## src/rtl/frame_upscaler_pkg.sv

```systemverilog
// frame_upscaler_pkg: shared colours, default geometry and FSM states
package frame_upscaler_pkg;
   localparam logic [15:0] BLACK  = 16'h0000;
   localparam logic [15:0] RED    = 16'hF800;
   localparam logic [15:0] PURPLE = 16'h780F;
   localparam logic [15:0] CYAN   = 16'h07FF;
   localparam logic [15:0] BLUE   = 16'h001F;
   localparam int DEF_SRC_W = 80;
   localparam int DEF_SRC_H = 80;
   localparam int DEF_SCALE = 3;
   typedef enum logic [2:0] {IDLE, READ, LATCH, EMIT, DONE} state_t;
endpackage

```

## src/rtl/frame_upscaler_if.sv

```systemverilog
// frame_upscaler_if: valid/ready pixel stream toward the display capture logic
interface frame_upscaler_if #(parameter int PIXEL_SIZE = 16) ();
   logic [PIXEL_SIZE-1:0] pix_data;
   logic pix_valid;
   logic pix_ready;
   logic pix_last;
   modport master (output pix_data, pix_valid, pix_last, input pix_ready);
   modport slave (input pix_data, pix_valid, pix_last, output pix_ready);
endinterface

```

## src/rtl/frame_upscaler_counter.sv

```systemverilog
// scale_raster_counter: nested source/replication counters producing the source address
module scale_raster_counter #(
   parameter int SRC_W = 80,
   parameter int SRC_H = 80,
   parameter int SCALE = 3,
   parameter int ADDR_W = $clog2(SRC_W * SRC_H)
) (
   input  logic clk,
   input  logic rst,
   input  logic clear,
   input  logic advance,
   output logic [ADDR_W-1:0] addr,
   output logic new_src_pixel,
   output logic last
);
   localparam int XW = $clog2(SRC_W + 1);
   localparam int YW = $clog2(SRC_H + 1);
   localparam int RW = $clog2(SCALE + 1);
   logic [XW-1:0] src_x;
   logic [YW-1:0] src_y;
   logic [RW-1:0] rep_x, rep_y;
   logic [ADDR_W-1:0] row_base;
   logic x_end, y_end, ry_end;
   assign new_src_pixel = rep_x == RW'(SCALE - 1);
   assign x_end = src_x == XW'(SRC_W - 1);
   assign ry_end = rep_y == RW'(SCALE - 1);
   assign y_end = src_y == YW'(SRC_H - 1);
   assign last = new_src_pixel && x_end && ry_end && y_end;
   assign addr = row_base + ADDR_W'(src_x);
   // step the raster; the caller never advances past the last pixel so the address stays put after a frame
   always_ff @(posedge clk)
      if (!rst || clear) begin
         src_x <= '0;
         src_y <= '0;
         rep_x <= '0;
         rep_y <= '0;
         row_base <= '0;
      end else if (advance) begin
         rep_x <= new_src_pixel ? '0 : rep_x + RW'(1);
         if (new_src_pixel) begin
            src_x <= x_end ? '0 : src_x + XW'(1);
            if (x_end) begin
               rep_y <= ry_end ? '0 : rep_y + RW'(1);
               if (ry_end) begin
                  src_y <= src_y + YW'(1);
                  row_base <= row_base + ADDR_W'(SRC_W);
               end
            end
         end
      end
endmodule

```

## src/rtl/frame_upscaler.sv

```systemverilog
// frame_upscaler: replicates a low-res source image (or a solid colour) into a scaled raster stream
module frame_upscaler
   import frame_upscaler_pkg::*;
#(
   parameter int SRC_W = DEF_SRC_W,
   parameter int SRC_H = DEF_SRC_H,
   parameter int SCALE = DEF_SCALE,
   parameter int PIXEL_SIZE = 16,
   parameter int ADDR_W = $clog2(SRC_W * SRC_H)
) (
   input  logic clk,
   input  logic rst,
   input  logic start,
   input  logic solid_en,
   input  logic [PIXEL_SIZE-1:0] solid_color,
   output logic mem_en,
   output logic [ADDR_W-1:0] mem_addr,
   input  logic [PIXEL_SIZE-1:0] mem_rdata,
   frame_upscaler_if.master px,
   output logic busy,
   output logic frame_done
);
   state_t state;
   logic solid, valid, last, new_src_pixel, advance, clear;
   logic [PIXEL_SIZE-1:0] pix_reg;
   assign clear = state == IDLE && start;
   assign advance = valid && px.pix_ready && !last;
   assign px.pix_data = pix_reg;
   assign px.pix_valid = valid;
   assign px.pix_last = valid && last;
   scale_raster_counter #(
      .SRC_W(SRC_W),
      .SRC_H(SRC_H),
      .SCALE(SCALE),
      .ADDR_W(ADDR_W)
   ) u_cnt (
      .clk(clk),
      .rst(rst),
      .clear(clear),
      .advance(advance),
      .addr(mem_addr),
      .new_src_pixel(new_src_pixel),
      .last(last)
   );
   // frame sequencing: read one source pixel, then hold it for SCALE handshakes
   always_ff @(posedge clk)
      if (!rst) begin
         state <= IDLE;
         solid <= 1'b0;
         pix_reg <= '0;
         valid <= 1'b0;
         mem_en <= 1'b0;
         busy <= 1'b0;
         frame_done <= 1'b0;
      end else
         case (state)
            IDLE: if (start) begin
               solid <= solid_en;
               pix_reg <= solid_color;
               busy <= 1'b1;
               valid <= solid_en;
               mem_en <= !solid_en;
               state <= solid_en ? EMIT : READ;
            end
            READ: begin
               mem_en <= 1'b0;
               state <= LATCH;
            end
            LATCH: begin
               pix_reg <= mem_rdata;
               valid <= 1'b1;
               state <= EMIT;
            end
            EMIT: if (px.pix_ready) begin
               if (last) begin
                  valid <= 1'b0;
                  busy <= 1'b0;
                  frame_done <= 1'b1;
                  state <= DONE;
               end else if (new_src_pixel && !solid) begin
                  valid <= 1'b0;
                  mem_en <= 1'b1;
                  state <= READ;
               end
            end
            DONE: begin
               frame_done <= 1'b0;
               state <= IDLE;
            end
            default: state <= IDLE;
         endcase
endmodule

```

## src/flat_wrapper.sv

```systemverilog
// flat-port wrapper written by rule: the top's interface ports become plain ports
module frame_upscaler_flat import frame_upscaler_pkg::*;
#(
   parameter int SRC_W = DEF_SRC_W,
   parameter int SRC_H = DEF_SRC_H,
   parameter int SCALE = DEF_SCALE,
   parameter int PIXEL_SIZE = 16,
   parameter int ADDR_W = $clog2(SRC_W * SRC_H)
)
  (clk, rst, start, solid_en, solid_color, mem_en, mem_addr, mem_rdata, busy, frame_done, px_pix_data, px_pix_valid, px_pix_last, px_pix_ready);
  frame_upscaler_if #(.PIXEL_SIZE(PIXEL_SIZE)) px_i ();
  input  logic clk;
  input  logic rst;
  input  logic start;
  input  logic solid_en;
  input  logic [PIXEL_SIZE-1:0] solid_color;
  output logic mem_en;
  output logic [ADDR_W-1:0] mem_addr;
  input  logic [PIXEL_SIZE-1:0] mem_rdata;
  output logic busy;
  output logic frame_done;
  output wire logic [$bits(px_i.pix_data)-1:0] px_pix_data;
  output wire logic [$bits(px_i.pix_valid)-1:0] px_pix_valid;
  output wire logic [$bits(px_i.pix_last)-1:0] px_pix_last;
  input wire logic [$bits(px_i.pix_ready)-1:0] px_pix_ready;
  assign px_pix_data = px_i.pix_data;
  assign px_pix_valid = px_i.pix_valid;
  assign px_pix_last = px_i.pix_last;
  assign px_i.pix_ready = px_pix_ready;
  frame_upscaler #(.SRC_W(SRC_W), .SRC_H(SRC_H), .SCALE(SCALE), .PIXEL_SIZE(PIXEL_SIZE), .ADDR_W(ADDR_W)) u_core (.clk(clk), .rst(rst), .start(start), .solid_en(solid_en), .solid_color(solid_color), .mem_en(mem_en), .mem_addr(mem_addr), .mem_rdata(mem_rdata), .px(px_i), .busy(busy), .frame_done(frame_done));
endmodule
```

## config.mk

```make
export PLATFORM = sky130hd
export DESIGN_NAME = frame_upscaler_flat
export DESIGN_NICKNAME = d
export VERILOG_FILES = /design/src/rtl/frame_upscaler_pkg.sv /design/src/rtl/frame_upscaler_if.sv /design/src/rtl/frame_upscaler_counter.sv /design/src/rtl/frame_upscaler.sv /design/src/flat_wrapper.sv
export SDC_FILE = /design/constraint.sdc
export NUM_CORES = 1
export LEC_CHECK = 0
export BUFFER_PORTS_ARGS = -buffer_cell sky130_fd_sc_hd__buf_4
export CAP_MARGIN = 20
export CORE_AREA = 4 4 81 83
export CTS_BUF_LIST = sky130_fd_sc_hd__clkbuf_16
export DETAILED_ROUTE_END_ITERATION = 7
export DIE_AREA = 0 0 85 87
export PLACE_DENSITY = 0.75
export RECOVER_POWER = 25
export SKIP_CTS_REPAIR_TIMING = 1
export SYNTH_ARGS = -nofsm -noshare
export SYNTH_HDL_FRONTEND = slang
export SYNTH_SLANG_ARGS = --single-unit
```

## constraint.sdc

```tcl
create_clock -name clk -period 1.9 [get_ports clk]
set_input_delay 0.19 -clock clk [delete_from_list [all_inputs] [get_ports clk]]
set_output_delay 0.19 -clock clk [all_outputs]
set_load 0.005 [all_outputs]
```

==> out/metrics.cfg, run 1 <==
[pwr]
p_leak_nw = 1.72
peakVddDrop_uv = 379
power_density_mw_per_mm2 = 656

[cells_and_area]
finalNetCount = 447
syn_to_final_growth_pct = 43.5
fin_util_pct = 67.1
diodes = 0
final_area_mm2 = 0.00393
layout-drive-gt1-share_pct = 40.1

[setup_path]
critPathLaunchType = register
path_cells = buf_6 -> ha_4 -> inv_2 -> fa_2 -> inv_2 -> a21o_1 -> nand2b_1 -> xnor2_1 -> buf_4
cp.arrival_ns = 1.91
critPathKind = register to primary output
cpPeakStageDelay_ns = 0.35
cp_max_fo = 3
crit_family = adder cells
end_kind = primary output
critical_path_required_ns = 1.71
crit_path_top_delay_cell = dfxtp_2
cp_common_cell = inv_2
path_buf_inv = 4

[die]
core_mm2 = 0.00585
initial_core_util_pct = 46.8
die_area_mm2 = 0.00740
die_x_um = 85
rows = 28
fp.dieH_um = 87
boundaryPins = 71

[synthesis]
syn-instance-count = 309
synth-seq-cells = 51
ys_top_cells_by_count = 51 x dfxtp_1, 37 x nand2_1, 34 x nor2_1, 20 x xnor2_1
synth_nets = 353
ys.flop_type = dfxtp_1
synth.avg_cell_area_um2 = 8.86
synth_area_leaders = dfxtp_1 37%, xnor2_1 6.4%, mux2i_1 6.2%, o211a_1 6.2%, nand2_1 5.1%
ys_warn_count = 0
yosysSeqAreaShare_pct = 37.3
synth.distinct_cells = 49
yosysMostFrequentCell = dfxtp_1
synth_edf_count = 0
postSynth.asyncResetShare_pct = 0
netlist_area_mm2 = 0.00274
synth_top_area_cell = dfxtp_1
synth_top_area_share_pct = 37.3

[clock_tree]
cts_max_level = 2
cts.sink_count = 51
clockRootBuffer = clkbuf_16
ctsLongestPathBuffers = 2
numCtsBuffers = 5
clkLatencyLatePin_ns = 0.29
cts_tree = built
clkTransAtPathRegs_ns = 0.07

[place]
place_hpwl_mm = 4.63
gp_congestion = 0.857
dpl_worst_slack_ns = -0.114
placed_area_mm2 = 0.00344
portBuffers = 70

[timing]
rsz0062_at_grt = yes
slew_violations = 0
slew_headroom_pct = 64.2
fin_crit_sh_pct = 110
setup_tns_ns = -1.76
fin_skew_ns = 0.00395
fmax_mhz = 477
max_slew.worst_pin.slew_ns = 0.537
setup_slack_ns = -0.195
setup_viol = 16
finalHoldViolations = 0
whs_ns = 0.134
finalCriticalPeriod_ns = 2.10

[drt]
wl_met3_um = 518
top_layer = met4
drcViolationCount = 0
wl_met1_mm = 2.87
wl_met2_mm = 3.53
totalWireLength_mm = 7.04
via_per_inst = 5.27
first_pass_iters = 4
route.vias.total = 2522
wl_per_cell_um = 14.7
first_iter_violations = 109
postRouteAntennaNets = 0

[global_routing]
track_usage_pct = 17.6
grt_pass1_vias = 2454
grt_max_degree = 33
overflow = 0
grt_pass1_wl_mm = 10.7
antenna_found_initial = 0

[run]
drv_cap = 0

[run_status]
outcome = complete, but fails checks
violations = negative setup slack

[min_path]
min_path_type = primary input to register

==> routing by layer <==
| metal | track usage [%] | vias to the layer above |
|---|---|---|
| met3 | 6.43 | 12 |
| met5 | 0 | - |
| li1 | - | 1264 |
| met4 | 5.18 | 0 |
| met2 | 31.1 | 72 |
| met1 | 19.8 | 1174 |
==> per-stage QoR <==
stage               std cells  total power [W]
global placement          456          0.00160
global route              479          0.00270
finish                    479          0.00258
CTS                       464          0.00261
floorplan                 309          0.00142
detailed placement        456          0.00161
==> registers in the layout, summed over array words and instances, names as in the netlist, 2 cells and up <==
signal	cells
u_core.u_cnt.row_base	9
u_core.u_cnt.src_x	7
u_core.px.pix_data	16
u_core.u_cnt.rep_x	2
u_core.u_cnt.src_y	7
u_core.state	3
u_core.u_cnt.rep_y	2
==> power by group <==
group | internal (W) | switching [W]
sequential | 0.00113 | 0.0000430
combinational | 0.000225 | 0.000179
clock | 0.000614 | 0.000383
==> placed cells by master (no fill, tap or decap), drive strengths merged, types with 7 or more instances in the layout <==
cell type / count
xnor2: 20
o21ai: 12
clkbuf: 20
nor2: 34
dfxtp: 51
nand2: 37
a21oi: 14
buf: 95
o211a: 17
nand2b: 7
mux2i: 17
==> layout make-up <==
cell class | count | area (um2)
Inverter | 6 | 22.5
Clock inverter | 3 | 38.8
Tap cell | 75 | 93.8
Sequential cell | 51 | 1030
Timing Repair Buffer | 110 | 841
Clock buffer | 5 | 125
Multi-Input combinational cell | 229 | 1770
Fill cell | 483 | 1920
==> worst reg2reg max path, cell delays in order (launching register included) <==
cell,delay [ns]
dfxtp_1,0.34
or3b_4,0.40
or4_4,0.60
buf_4,0.19
nor4b_2,0.23
xnor2_1,0.15
nor2_1,0.05
==> cells by family (layout without fill, tap and decap cells) <==
group,after synthesis,count (layout),synth area share [%]
AO/OA/AOI/OAI,55,55,14.7
buffers and inverters,29,124,4.94
AND/OR/NAND/NOR,125,125,25.3
flip-flops,51,51,37.3
multiplexers,17,17,6.22
adder cells (fa/ha/maj),7,7,3.48
XOR/XNOR,25,25,8.00
==> final timing paths <==
path / start / to / slack [ns] / depth (start not counted)
worst max-delay path: u_core.u_cnt.src_x[4] / mem_addr[12] / -0.20 / 9
worst min-delay path: mem_rdata[11] / u_core.px.pix_data[11] / 0.13 / 2
worst max register to register: u_core.u_cnt.src_x[6] / u_core.u_cnt.row_base[8] / -0.17 / 6
worst min register to register: u_core.busy / u_core.busy / 0.46 / 2
Note: power is estimated with default switching activity, not from simulation.
==> inputs of run 2 (changes only) <==
--- a/config.mk
+++ b/config.mk
@@ -13,6 +13,7 @@
 export DIE_AREA = 0 0 85 87
 export PLACE_DENSITY = 0.75
 export RECOVER_POWER = 25
+export SETUP_SLACK_MARGIN = 0.1
 export SKIP_CTS_REPAIR_TIMING = 1
 export SYNTH_ARGS = -nofsm -noshare
 export SYNTH_HDL_FRONTEND = slang
==> out/metrics.cfg, run 2 (same netlist as run 1, synthesis figures left out) <==
[drt]
totalWireLength_mm = 6.51
via_per_inst = 5.24
route.vias.total = 2492
wl_met2_mm = 3.18
wl_met1_mm = 2.67
first_pass_iters = 4
first_iter_violations = 68
wl_per_cell_um = 13.7
top_layer = met4
wl_met3_um = 540
postRouteAntennaNets = 0
drcViolationCount = 0

[pwr]
p_total_w = 0.00243
p_leak_nw = 1.68
peakVddDrop_uv = 488
power_density_mw_per_mm2 = 632

[cells_and_area]
multiInputGateArea_mm2 = 0.00175
finalNetCount = 444
num-fill-cells = 468
largest_reg_flops = 16
seqCellArea_mm2 = 0.00104
layout_common_cells = 83 x buf_4, 41 x dfxtp_1, 37 x nand2_1
layout-drive-gt1-share_pct = 37.4
final_area_mm2 = 0.00385
diodes = 0
final_common_cell = buf_4
syn_to_final_growth_pct = 40.7

[setup_path]
cp_common_cell = inv_2
critPathKind = register to primary output
r2r_cells = 6
cpPeakStageDelay_ns = 0.36
critPathLaunchType = register
path_buf_inv = 4
crit_path_top_delay_cell = fa_2
cp_max_fo = 3
cp.arrival_ns = 1.83
crit_cells = 9
path_cells = buf_6 -> ha_4 -> inv_2 -> fa_2 -> inv_2 -> a21o_1 -> nand2_1 -> xnor2_1 -> buf_4
crit_family = adder cells
end_kind = primary output
critical_path_required_ns = 1.71

[run_status]
violations = negative setup slack
outcome = complete, but fails checks

[run]
drv_cap = 0

[clock_tree]
cts_max_level = 2
clockRootBuffer = clkbuf_16
clkTransAtPathRegs_ns = 0.07
clkLatencyLatePin_ns = 0.29
numCtsBuffers = 5
ctsLongestPathBuffers = 2
cts_tree = built
cts.sink_count = 51

[timing]
slew_headroom_pct = 53.3
rsz0062_at_grt = yes
finalCriticalPeriod_ns = 2.02
fmax_mhz = 496
fin_skew_ns = 0.00753
slew_violations = 0
fin_crit_sh_pct = 106
setup_viol = 13
setup_slack_ns = -0.116
max_slew.worst_pin.slew_ns = 0.700
finalHoldViolations = 0

[global_routing]
grt_pass1_vias = 2448
grt_max_degree = 33
overflow = 0
antenna_found_initial = 0
grt_pass1_wl_mm = 10.5
track_usage_pct = 17.1

[place]
placed_area_mm2 = 0.00347
portBuffers = 70
dpl_worst_slack_ns = -0.0495
place_hpwl_mm = 4.68
gp_congestion = 0.801

[die]
die_x_um = 85
fp.dieH_um = 87
initial_core_util_pct = 46.8
core_mm2 = 0.00585
rows = 28
boundaryPins = 71
die_area_mm2 = 0.00740

[min_path]
min_path_type = primary input to register
whs_path_depth = 2

==> run 2: cell type report <==
class | count | share of cell area (%)
timing repair buffer | 107 | 21.0
inverter | 6 | 0.585
clock inverter | 3 | 0.390
clock buffer | 5 | 3.25
sequential | 51 | 27.0
multi-input combinational | 229 | 45.4
tap | 75 | 2.44
==> run 2: worst register-to-register path, stage by stage, from the launching register on <==
cell	delay, ns
dfxtp_2	0.32
or3b_1	0.39
or4_4	0.59
buf_4	0.19
nor4_4	0.23
xnor2_1	0.15
nor2_1	0.05
==> run 2: path summary, 6_finish.rpt <==
kind                    startpoint                        to  slack [ns]
min reg2reg            u_core.busy               u_core.busy        0.47
max reg2reg  u_core.u_cnt.src_x[5]  u_core.u_cnt.row_base[9]       -0.11
max          u_core.u_cnt.src_x[4]               mem_addr[8]       -0.12
min                  mem_rdata[15]    u_core.px.pix_data[15]        0.14
==> run 2: routing by layer <==
metal	GRT usage, %	vias to the layer above
met2	29.6	76
met5	0	-
met3	6.15	10
met1	19.4	1149
met4	5.76	0
li1	-	1257
==> run 2: per-stage QoR <==
stage / utilization, % / std cells / hold WS [ns] / TNS [ns]
finish: 65.8 / 476 / 0.143 / -0.776
global route: 65.8 / 476 / 0.139 / -2.17
CTS: 61.7 / 464 / 0.137 / -1.61
detailed placement: 59.3 / 456 / 0.435 / -0.133
global placement: 59.3 / 456 / 0.429 / -0.0292
floorplan: - / 309 / 0.346 / 0
==> run 2: power breakdown <==
group	switching, W	internal (W)
Clock	0.000383	0.000479
Sequential	0.0000417	0.00113
Combinational	0.000179	0.000221
Total	0.000604	0.00183
==> inputs of run 3 (changes only) <==
--- a/config.mk
+++ b/config.mk
@@ -7,11 +7,13 @@
 export LEC_CHECK = 0
 export BUFFER_PORTS_ARGS = -buffer_cell sky130_fd_sc_hd__buf_4
 export CAP_MARGIN = 20
-export CORE_AREA = 4 4 81 83
+export CELL_PAD_IN_SITES_DETAIL_PLACEMENT = 0
+export CELL_PAD_IN_SITES_GLOBAL_PLACEMENT = 2
+export CORE_AREA = 4 4 104 106
 export CTS_BUF_LIST = sky130_fd_sc_hd__clkbuf_16
 export DETAILED_ROUTE_END_ITERATION = 7
-export DIE_AREA = 0 0 85 87
-export PLACE_DENSITY = 0.75
+export DIE_AREA = 0 0 108 110
+export PLACE_DENSITY_LB_ADDON = 0.1
 export RECOVER_POWER = 25
 export SETUP_SLACK_MARGIN = 0.1
 export SKIP_CTS_REPAIR_TIMING = 1
==> out/metrics.cfg, run 3 (same netlist as run 1, synthesis figures left out) <==
[run_status]
outcome = complete, but fails checks
violations = negative setup slack

[timing]
setup_viol = 7
setup_slack_ns = -0.108
finalHoldViolations = 0
slew_violations = 0
slew_headroom_pct = 62.5
max_slew.worst_pin.slew_ns = 0.563
fin_skew_ns = 0.00503
fmax_mhz = 498
finalCriticalPeriod_ns = 2.01
setup_tns_ns = -0.346
rsz0062_at_grt = yes
fin_crit_sh_pct = 106

[drt]
first_iter_violations = 37
wl_per_cell_um = 13.2
drcViolationCount = 0
totalWireLength_mm = 7.19
first_pass_iters = 4
route.vias.total = 2509
postRouteAntennaNets = 0
via_per_inst = 4.61

[setup_path]
critical_path_required_ns = 1.71
critPathKind = register to primary output
end_kind = primary output
crit_path_top_delay_cell = dfxtp_2
cp.arrival_ns = 1.82
cp_max_fo = 3
critPathLaunchType = register
cp_common_cell = inv_2
cpPeakStageDelay_ns = 0.34
path_cells = buf_6 -> ha_4 -> inv_2 -> fa_2 -> inv_2 -> a21o_1 -> nand2b_1 -> xnor2_1 -> buf_4

[place]
portBuffers = 70
placed_area_mm2 = 0.00367
gp_congestion = 0.708
place_hpwl_mm = 5.29
dpl_worst_slack_ns = -0.0370

[clock_tree]
cts_tree = built
cts_max_level = 2
clkLatencyLatePin_ns = 0.29
clkTransAtPathRegs_ns = 0.07
ctsLongestPathBuffers = 2
numCtsBuffers = 5
clockRootBuffer = clkbuf_16
cts.sink_count = 51

[cells_and_area]
layout-drive-gt1-share_pct = 42.8
diodes = 0
num-fill-cells = 1023
layout_common_cells = 85 x buf_4, 42 x dfxtp_1, 36 x nand2_1
largest_reg_flops = 16
finalNetCount = 454
final_area_mm2 = 0.00416
fin_util_pct = 42.6
syn_to_final_growth_pct = 52.1
final_common_cell = buf_4

[global_routing]
grt_pass1_vias = 2530
grt_max_degree = 33
antenna_found_initial = 0
track_usage_pct = 12.3
overflow = 0
grt_pass1_wl_mm = 11.6

[die]
fp.dieH_um = 110
core_mm2 = 0.00977
boundaryPins = 71
initial_core_util_pct = 28.0
die_x_um = 108
rows = 36
die_area_mm2 = 0.0119

[min_path]
min_path_type = primary input to register

[run]
drv_cap = 0

[pwr]
p_leak_nw = 1.79
peakVddDrop_uv = 372
power_density_mw_per_mm2 = 629
p_total_w = 0.00262

## run 3: cell types whose count changed in the layout (fill, tap and decap cells not counted), moves of 3 or more
| cell | before | now |
|---|---|---|
| o21ai_0 | 11 | 8 |
| o21ai_2 | 0 | 3 |
| buf_6 | 6 | 14 |
| clkbuf_1 | 7 | 4 |
## run 3: through the flow
| stage | hold WS, ns | cells |
|---|---|---|
| after floorplan | 0.346 | 309 |
| after global placement | 0.431 | 529 |
| after detailed placement | 0.434 | 529 |
| after CTS | 0.131 | 537 |
| after global routing | 0.127 | 544 |
| final | 0.137 | 544 |
## run 3: area by class of cell
class | count | area [um2] | area share [%]
inverter | 6 | 22.5 | 0.541
clock inverter | 3 | 38.8 | 0.932
multi-input combinational | 229 | 1840 | 44.1
sequential | 51 | 1030 | 24.8
tap | 133 | 166 | 4.00
timing repair buffer | 117 | 941 | 22.6
clock buffer | 5 | 125 | 3.01
## run 3: worst max-delay path, delay by kind of cell, from the launching register on
kind / cells / cell delay [ns]
fa+ha+maj: 2 / 0.46
flops: 1 / 0.34
buf+inv: 4 / 0.32
xor+xnor: 1 / 0.17
compound gates: 1 / 0.16
simple gates: 1 / 0.08
## run 3: report_power, final
group,switching [W],internal [W]
clock network,0.000402,0.000615
logic,0.000196,0.000240
registers,0.0000330,0.00113
## run 3: path summary, 6_finish.rpt
path | startpoint | endpoint | slack (ns) | cells after the start
worst max register to register | u_core.u_cnt.rep_x[0] | u_core.u_cnt.src_y[2] | -0.04 | 7
worst min register to register | u_core.busy | u_core.busy | 0.46 | 2
worst max-delay path | u_core.u_cnt.src_x[4] | mem_addr[12] | -0.11 | 9
worst min-delay path | mem_rdata[5] | u_core.px.pix_data[5] | 0.14 | 2
## run 3: layer usage
layer | track usage (%) | vias to the layer above | part of all wire, %
li1 | - | 1274 | -
met1 | 14.6 | 1186 | 45
met2 | 21.0 | 42 | 48
met3 | 4.37 | 7 | 5.2
met4 | 3.34 | 0 | 1.3
met5 | 0 | - | 0
